===== config.mk =====
export PLATFORM = sky130hd
export DESIGN_NAME = motor_pwm_ramp
export DESIGN_NICKNAME = d
export VERILOG_FILES = /design/src/rtl/motor_pkg.sv /design/src/rtl/pwm_gen.sv /design/src/rtl/motor_pwm_ramp.sv
export SDC_FILE = /design/constraint.sdc
export NUM_CORES = 1
export LEC_CHECK = 0
export ABC_AREA = 1
export CAP_MARGIN = 20
export CELL_PAD_IN_SITES_DETAIL_PLACEMENT = 1
export CELL_PAD_IN_SITES_GLOBAL_PLACEMENT = 1
export CORE_ASPECT_RATIO = 2
export CORE_MARGIN = 5
export CORE_UTILIZATION = 35
export CTS_CLUSTER_DIAMETER = 50
export CTS_CLUSTER_SIZE = 14
export DETAILED_ROUTE_END_ITERATION = 7
export DONT_BUFFER_PORTS = 1
export PLACE_DENSITY = 0.7
export RECOVER_POWER = 100
export SLEW_MARGIN = 30
export SYNTH_ARGS = -nofsm -noshare
export SYNTH_HDL_FRONTEND = slang
export SYNTH_HIERARCHICAL = 1
export SYNTH_SLANG_ARGS = --single-unit

===== constraint.sdc =====
create_clock -name clk -period 2.8 [get_ports clk]
set_clock_uncertainty 0.2 [all_clocks]
set_input_delay 0.56 -clock clk [delete_from_list [all_inputs] [get_ports clk]]
set_output_delay 0.56 -clock clk [all_outputs]
set_load 0.1 [all_outputs]

===== src/rtl/motor_pkg.sv =====
// Shared motor-command codes, FSM encoding and command sanitising for the
// soft-start H-bridge driver.
package motor_pkg;

  localparam logic [2:0] MS_STOP  = 3'd0;
  localparam logic [2:0] MS_FWD   = 3'd1;
  localparam logic [2:0] MS_BWD   = 3'd2;
  localparam logic [2:0] MS_LEFT  = 3'd3;
  localparam logic [2:0] MS_RIGHT = 3'd4;

  typedef enum logic [1:0] {
    ST_IDLE = 2'd0,
    ST_RAMP = 2'd1,
    ST_RUN  = 2'd2,
    ST_DEAD = 2'd3
  } state_t;

  // Unused codes 5..7 must never reach the bridge as a direction.
  function automatic logic [2:0] sanitize_cmd(input logic [2:0] ms);
    return (ms > MS_RIGHT) ? MS_STOP : ms;
  endfunction

endpackage


===== src/rtl/pwm_gen.sv =====
// Free-running PWM: prescaler divides clk by PWM_DIV, an 8-bit counter
// wraps 255->0, and the output is high while the counter is below duty.
module pwm_gen #(
  parameter int PWM_DIV = 16
) (
  input  logic       clk,
  input  logic       rst,
  input  logic [7:0] duty,
  output logic       pwm_on
);

  localparam int PW = ($clog2(PWM_DIV) < 1) ? 1 : $clog2(PWM_DIV);
  localparam logic [PW-1:0] PRE_LAST = PW'(PWM_DIV - 1);

  logic [PW-1:0] presc;
  logic [7:0]    pwm_cnt;

  always_ff @(posedge clk) begin
    if (rst) begin
      presc   <= '0;
      pwm_cnt <= '0;
    end else if (presc == PRE_LAST) begin
      presc   <= '0;
      pwm_cnt <= pwm_cnt + 8'd1;
    end else begin
      presc   <= presc + 1'b1;
    end
  end

  assign pwm_on = (pwm_cnt < duty);

endmodule


===== src/rtl/motor_pwm_ramp.sv =====
// Soft-start PWM driver for two L9110 channels with dead-time on reversal
// and immediate obstacle stop. Define MOTOR_BRAKE_EN to short-brake in IDLE.
module motor_pwm_ramp
  import motor_pkg::*;
#(
  parameter int PWM_DIV       = 16,
  parameter int RAMP_STEP_CYC = 100000,
  parameter int DUTY_MIN      = 64,
  parameter int DUTY_MAX      = 255,
  parameter int DEADTIME_CYC  = 50000
) (
  input  logic       clk,
  input  logic       rst,
  input  logic [2:0] motor_state,
  input  logic       obstacle_stop,
  output logic       A_1A,
  output logic       A_1B,
  output logic       B_1A,
  output logic       B_1B,
  output logic [7:0] duty,
  output logic       busy
);

  localparam int SW = ($clog2(RAMP_STEP_CYC) < 1) ? 1 : $clog2(RAMP_STEP_CYC);
  localparam int DW = ($clog2(DEADTIME_CYC) < 1) ? 1 : $clog2(DEADTIME_CYC);
  localparam logic [SW-1:0] STEP_LAST = SW'(RAMP_STEP_CYC - 1);
  localparam logic [DW-1:0] DEAD_LAST = DW'(DEADTIME_CYC - 1);
  localparam logic [7:0]    D_MIN     = 8'(DUTY_MIN);
  localparam logic [7:0]    D_MAX     = 8'(DUTY_MAX);
  localparam state_t        RAMP_ENTRY = (DUTY_MIN >= DUTY_MAX) ? ST_RUN : ST_RAMP;
`ifdef MOTOR_BRAKE_EN
  localparam logic [3:0]    IDLE_PINS = 4'b1111;
`else
  localparam logic [3:0]    IDLE_PINS = 4'b0000;
`endif

  logic [2:0]    cmd_q;
  logic          obs_q;
  state_t        state;
  logic [2:0]    dir;
  logic [7:0]    duty_q;
  logic [SW-1:0] step_tmr;
  logic [DW-1:0] dead_tmr;
  logic          pwm_on;
  logic [3:0]    pins;

  // Pin order {A_1A, A_1B, B_1A, B_1B}.
  function automatic logic [3:0] pin_map(input logic [2:0] d, input logic p);
    case (d)
      MS_FWD:   return {p, 1'b0, p, 1'b0};
      MS_BWD:   return {1'b0, p, 1'b0, p};
      MS_LEFT:  return {1'b0, p, p, 1'b0};
      MS_RIGHT: return {p, 1'b0, 1'b0, p};
      default:  return 4'b0000;
    endcase
  endfunction

  // Stage 0: register and sanitise the command inputs.
  always_ff @(posedge clk) begin
    if (rst) begin
      cmd_q <= MS_STOP;
      obs_q <= 1'b0;
    end else begin
      cmd_q <= sanitize_cmd(motor_state);
      obs_q <= obstacle_stop;
    end
  end

  // Stage 1: ramp / dead-time FSM.
  always_ff @(posedge clk) begin
    if (rst) begin
      state    <= ST_IDLE;
      duty_q   <= '0;
      dir      <= MS_STOP;
      step_tmr <= '0;
      dead_tmr <= '0;
    end else if (obs_q) begin
      state  <= ST_IDLE;
      duty_q <= '0;
    end else begin
      case (state)
        ST_IDLE: begin
          duty_q <= '0;
          if (cmd_q != MS_STOP) begin
            dir      <= cmd_q;
            duty_q   <= D_MIN;
            step_tmr <= '0;
            state    <= RAMP_ENTRY;
          end
        end
        ST_RAMP, ST_RUN: begin
          if (cmd_q == MS_STOP) begin
            state  <= ST_IDLE;
            duty_q <= '0;
          end else if (cmd_q != dir) begin
            state    <= ST_DEAD;
            duty_q   <= '0;
            dead_tmr <= '0;
          end else if (state == ST_RAMP) begin
            if (step_tmr == STEP_LAST) begin
              step_tmr <= '0;
              if (({1'b0, duty_q} + 9'd1) >= {1'b0, D_MAX}) begin
                duty_q <= D_MAX;
                state  <= ST_RUN;
              end else begin
                duty_q <= duty_q + 8'd1;
              end
            end else begin
              step_tmr <= step_tmr + 1'b1;
            end
          end
        end
        ST_DEAD: begin
          if (dead_tmr == DEAD_LAST) begin
            if (cmd_q == MS_STOP) begin
              state <= ST_IDLE;
            end else begin
              dir      <= cmd_q;
              duty_q   <= D_MIN;
              step_tmr <= '0;
              state    <= RAMP_ENTRY;
            end
          end else begin
            dead_tmr <= dead_tmr + 1'b1;
          end
        end
        default: state <= ST_IDLE;
      endcase
    end
  end

  pwm_gen #(.PWM_DIV(PWM_DIV)) u_pwm (
    .clk   (clk),
    .rst   (rst),
    .duty  (duty_q),
    .pwm_on(pwm_on)
  );

  // Stage 2: registered bridge pins.
  always_ff @(posedge clk) begin
    if (rst) begin
      pins <= '0;
    end else begin
      case (state)
        ST_IDLE:         pins <= IDLE_PINS;
        ST_RAMP, ST_RUN: pins <= pin_map(dir, pwm_on);
        default:         pins <= '0;
      endcase
    end
  end

  assign {A_1A, A_1B, B_1A, B_1B} = pins;
  assign duty = duty_q;
  assign busy = (state == ST_RAMP) || (state == ST_DEAD);

endmodule

## Word-level counts from Yosys, hierarchy flattened

Cells that the tools add are included.
Widths: inputs -> output; s select.

| word-level totals | value |
|---|---|
| register bits after elaboration | 66 |
| bits of input ports | 6 |
| output and inout bits | 13 |
| word-level logic and storage cells | 94 |

| operators by class | value |
|---|---|
| add/sub/neg operators | 6 |
| magnitude comparators | 3 |
| eq/ne operators | 22 |
| mux-type cells | 35 |
| bitwise gates (word level) | 2 |
| reductions and logical operators | 16 |

Operators by type and width:

| cell | number |
|---|---|
| $mux 17 | 7 |
| $mux 8 | 7 |
| $pmux 17 s3 | 1 |
| $mux 16 | 3 |
| $pmux 16 s2 | 1 |
| $pmux 8 s3 | 1 |
| $add 17x1->17 const B | 1 |
| $eq 17x17->1 const B | 1 |
| $add 16x1->16 const B | 1 |
| $add 8x1->8 const B | 2 |
| $eq 16x16->1 const B | 1 |
| $ne 2x2->1 const B | 8 |
| $pmux 4 s4 | 1 |
| $reduce_and 5->1 | 3 |
| $mux 2 | 7 |
| $ne 4x4->1 const B | 3 |
| $reduce_or 2->1 | 5 |
| $add 8x1->9 const B | 1 |
| $ge 9x8->1 const B | 1 |
| $mux 3 | 3 |
| $lt 8x8->1 | 1 |
| $mux 7 | 1 |
| $reduce_and 7->1 | 1 |
| $eq 3x2->1 const B | 2 |
| other kinds (18) | 21 |

## Longest topological paths before layout

| depth | value |
|---|---|
| depth after elaboration | 8 |
| gate-level depth with buffers | 15 |
| mapped depth without buffers | 15 |

## Hierarchy

Netlist, hierarchy kept.

By module, submodules not included:

| module | instances | cells each | area each (um2) | seq. area each (um2) |
|---|---|---|---|---|
| motor_pwm_ramp | 1 | 467 | 3,115.5 | 1,081.0 |
| pwm_gen | 1 | 93 | 694.4 | 240.2 |

## Least setup slack after synthesis

No wires, ideal clock.

| timing path | value |
|---|---|
| path type | reg2reg |
| start | register duty_q[1], in the netlist duty[1] |
| end | register state[0] |
| setup time | 0.115 ns |
| data arrival time | 2.502 ns |
| required time | 2.485 ns |
| path slack | -0.017 ns |
| cell stages (with the launch flop) | 15 |
| buffers on the path | 0 |
| clock period less this slack | 2.817 ns |
| path through | dfxtp_1 -> ha_1 -> nand2_1 -> nor2_1 -> nand2_1 -> nand2_1 -> nand2_1 -> nor2_1 -> nand3_1 -> nand3_1 -> inv_1 -> nand2_1 -> nand3_1 -> nand2_1 -> nor2_1 |

| between the ends | value |
|---|---|
| longest elaborated chain between the ends | 4 |

Ends and longest elaborated chain:

| element | RTL line | text |
|---|---|---|
| from (decl) | motor_pwm_ramp.sv:41 | `logic [7:0] duty_q;` |
| from (signal assigned) | motor_pwm_ramp.sv:106 | `duty_q <= duty_q + 8'd1;` |
| $add 8x1->9 | motor_pwm_ramp.sv:102 | `if (({1'b0, duty_q} + 9'd1) >= {1'b0, D_MAX}) begin` |
| $ge 9x8->1 | motor_pwm_ramp.sv:102 |  |
| $ne 4x4->1 (no source line) | -- |  |
| $reduce_and 5->1 (no source line) | -- |  |
| to (signal assigned) | motor_pwm_ramp.sv:96 | `state <= ST_DEAD;` |
| to (signal assigned) | motor_pwm_ramp.sv:104 | `state <= ST_RUN;` |
| to (signal assigned) | motor_pwm_ramp.sv:116 | `state <= ST_IDLE;` |
| to (decl) | motor_pwm_ramp.sv:39 | `state_t state;` |

No other way between the ends.
A chain may end at the register's enable or synchronous reset.

## Worst setup path after layout

| timing path | value |
|---|---|
| start | register state[1] |
| end | output busy |

| between the ends | value |
|---|---|
| longest elaborated chain between the ends | 2 |
| elaborated cells on any way between the ends | 3 |
| classes of those cells | 2 x eq/ne; 1 x reduce/logical |

Ends and longest elaborated chain:

| element | RTL line | text |
|---|---|---|
| from (signal assigned) | motor_pwm_ramp.sv:72 | `state <= ST_IDLE;` |
| from (signal assigned) | motor_pwm_ramp.sv:78 | `state <= ST_IDLE;` |
| from (signal assigned) | motor_pwm_ramp.sv:88 | `state <= RAMP_ENTRY;` |
| $eq 2x1->1 / $eq 2x2->1 (equally long branches) | motor_pwm_ramp.sv:154 | `assign busy = (state == ST_RAMP) \|\| (state == ST_DEAD);` |
| $logic_or 1x1->1 (*) | motor_pwm_ramp.sv:154 |  |
| to (decl) | motor_pwm_ramp.sv:21 | `output logic busy` |

Every way passes the cells marked *; elsewhere a longest branch is shown, timed or not.

==> flow_metrics.py <==
metrics = {
    "hold_path": {
        "hp-start": "rst",
        "min_path_cells": 1,
        "holdCritPathClass": "in -> reg",
    },
    "routing": {
        "first_iter_violations": 106,
        "vias": 3754,
        "first_pass_iters": 5,
        "routed_wl_um": 10630,
        "via_per_inst": 5.178,
        "drtAntennaViolNets": 0,
        "routedWlPerCell_um": 14.66,
        "drc_errors": 0,
    },
    "worst_setup_path": {
        "r2r_start": "duty[0]$_SDFFE_PP0P_",
        "arrival_ps": 1880,
        "crit_family": "buffers and inverters",
        "critPathLaunch": "state[1]$_SDFFE_PP0P_",
        "cp-start-kind": "register",
        "worst_path_largest_cell_delay_ps": 510,
        "path_class": "reg -> out",
        "cp_num_buf_inv": 2,
        "slowest_stage": "ha_1",
        "path_cells": "ha_1, inv_1, nand2_1, clkbuf_4",
        "critical_path_depth": 4,
        "crit_required_ps": 2040,
        "cp_max_fo": 12,
        "ff2ff_path_depth": 9,
        "end_kind": "output port",
    },
    "global_routing": {
        "grt_util_met3_pct": 2.829,
        "grt_pass1_wl_um": 18000,
        "antenna_found_initial": 0,
        "grt_pass1_vias": 3975,
        "grt_usage_pct": 16.88,
        "met2_usage_pct": 34.41,
        "overflow": 0,
        "grt_use_met1_pct": 15.11,
        "grt_start_max_net_pins": 21,
        "gr-max-usage-layer": "met2",
    },
    "floorplan": {
        "fp.dieH_um": 157.6,
        "die_x_um": 83.78,
        "start_util_pct": 35.24,
        "die_area_um2": 13200,
        "rows": 54,
        "core_region_area_um2": 10810,
        "ios": 19,
    },
    "clocking": {
        "cts_buffers": 9,
        "cts.clk_slew.worst_paths_ps": 60,
        "clock-root-buffer": "clkbuf_16",
        "clk_latency_ps": 330,
        "htreeDepth": 3,
        "cts_resized": 0,
        "post_cts_buffers": 0,
        "cts_tree": "yes",
        "clock_path_buffers": 2,
        "cts.sinks": 66,
        "cts_hold_buffers": 0,
    },
    "synth": {
        "yosys.area_share.adder_pct": 5.911,
        "ys_types": 38,
        "netlist_instances": 560,
        "synth_xor_area_share_pct": 3.908,
        "synth_compound_area_share_pct": 12.09,
        "synth_top_family_by_area": "simple AND/OR/NAND/NOR gates",
        "synth_warnings": 6,
        "ys_seq_area_share_pct": 34.68,
        "ys_ff_latch": 66,
        "syn_area_per_cell_um2": 6.803,
        "synth.net_count": 584,
        "synthesis.area_um2": 3810,
        "synthSimpleGateAreaFrac_pct": 34.15,
        "muxShareOfSynthArea_pct": 0,
    },
    "run_status": {
        "status": "finished, final reports clean",
    },
    "placed_design": {
        "preCtsSetupSlack_ps": 315.2,
        "portBuffers": 0,
        "dp_hpwl_um": 8429,
        "gp_congestion": 0.8661,
        "placed_cell_area_um2": 4058,
    },
    "final_layout": {
        "antenna_cells": 0,
        "fillers": 1420,
        "drive_gt1_share_pct": 6.496,
        "area_delta_synth_final_pct": 12.12,
        "fin_area_um2": 4272,
        "finalNetCount": 604,
    },
    "timing": {
        "tns_ps": 0,
        "slew_headroom_pct": 15.57,
        "rsz0062_at_grt": "false",
        "setup_viol": 0,
        "post-route-period-util_pct": 94.28,
        "finalWorstSetupSlack_ps": 160.1,
        "final_max_slew_viol_count": 0,
        "hold_slack_ps": 96.67,
        "fmax_mhz": 378.8,
        "period_needed_ps": 2640,
        "finalHoldViolations": 0,
        "tightestPinTransition_ps": 1266,
    },
    "power_and_ir_drop": {
        "power_leakage_nw": 1.661,
        "powerDensity_nw_per_um2": 757.3,
        "vdd_drop_max_mv": 0.4670,
    },
    "flow_run": {
        "drv_cap": 0,
    },
}
[cell type report]
type / count / area, um2 / area share (%)
Timing Repair Buffer: 18 / 91.34 / 2.138
Sequential cell: 66 / 1323 / 30.96
Clock inverter: 5 / 53.80 / 1.260
Inverter: 76 / 285.3 / 6.678
Tap cell: 140 / 175.2 / 4.101
Multi-Input combinational cell: 409 / 2101 / 49.18
Clock buffer: 11 / 242.7 / 5.682
[final timing paths]
check                              endpoint  slack, ps
hold / removal    u_pwm/presc[2]$_SDFF_PP0_        100
setup reg to reg         pins[0]$_SDFF_PP0_        240
hold reg to reg   step_tmr[15]$_SDFFE_PP0P_        270
setup / recovery                       busy        160
[registers in the layout, summed over array words and instances, names as in the netlist]
signal         count
u_pwm/presc        4
duty               8
step_tmr          17
obs_q              1
cmd_q              3
state              2
dir                3
dead_tmr          16
pins               4
u_pwm/pwm_cnt      8
[cells in the mapped netlist]
library cell,n,share of area [%]
buf_6,3,0.89
o21bai_1,1,0.20
a211oi_1,3,0.59
ha_1,18,5.9
nor3b_2,1,0.33
xnor2_1,6,1.4
nor3_2,4,1.1
o21ai_0,23,3.0
nor3_1,17,2.2
dfxtp_1,66,35
o21ai_4,1,0.43
or2_2,2,0.33
nor2_1,74,7.3
a221oi_1,1,0.23
nor2_4,3,0.89
nand3_1,44,5.8
and3_1,1,0.16
nor2_2,2,0.33
o21ai_2,1,0.23
nor3b_1,1,0.20
a31oi_1,1,0.16
nand2_1,121,12
inv_1,75,7.4
nor4_1,2,0.33
clkbuf_1,3,0.30
nand3_4,1,0.46
buf_2,1,0.13
buf_4,2,0.39
o21ai_1,1,0.13
inv_4,1,0.16
xor2_1,11,2.5
nand3b_1,2,0.39
nand4_1,14,2.3
a31o_2,1,0.23
o2111ai_1,1,0.23
nand2_2,1,0.16
o21a_1,1,0.20
a21oi_1,49,6.4
[layout by cell type (no fill, tap or decap), drive strengths merged, types with 2 or more instances in the layout]
cell type	n
nand4	14
nor2	79
a211oi	3
buf	5
xor2	11
nor3b	2
inv	76
ha	18
nor3	21
or2	2
clkinv	4
dfxtp	66
nand3b	2
nand3	45
xnor2	6
nor4	2
nand2	122
a21oi	49
clkbuf	24
o21ai	26
[where the power goes]
group / internal (mW) / leakage [nW] / switching [mW] / total, mW
registers: 1.01 / 0.535 / 0.0682 / 1.07
clock network: 0.710 / 0.149 / 0.420 / 1.13
logic: 0.261 / 0.977 / 0.770 / 1.03
total: 1.98 / 1.66 / 1.26 / 3.23
[cell families (layout without fill, tap and decap cells)]
group | Yosys count | in the layout
simple gates | 290 | 290
buf+inv | 85 | 110
compound gates | 84 | 84
flops | 66 | 66
fa+ha+maj | 18 | 18
xor+xnor | 17 | 17
[metal layers]
metal / wire [um] / part of all wire, %
met1: 3807 / 36
met2: 6106 / 57
met3: 233 / 2.2
met4: 484 / 4.6
met5: 0 / 0
[per-stage QoR]
stage / instances / util, % / total power [mW]
after CTS: 725 / 40.28 / 3.325
after global placement: 709 / 37.53 / 2.146
after global routing: 725 / 39.51 / 3.449
after floorplan: 560 / - / 1.932
after detailed placement: 709 / 37.53 / 2.181
final: 725 / 39.51 / 3.235
Power figures use the tool's default switching activity.
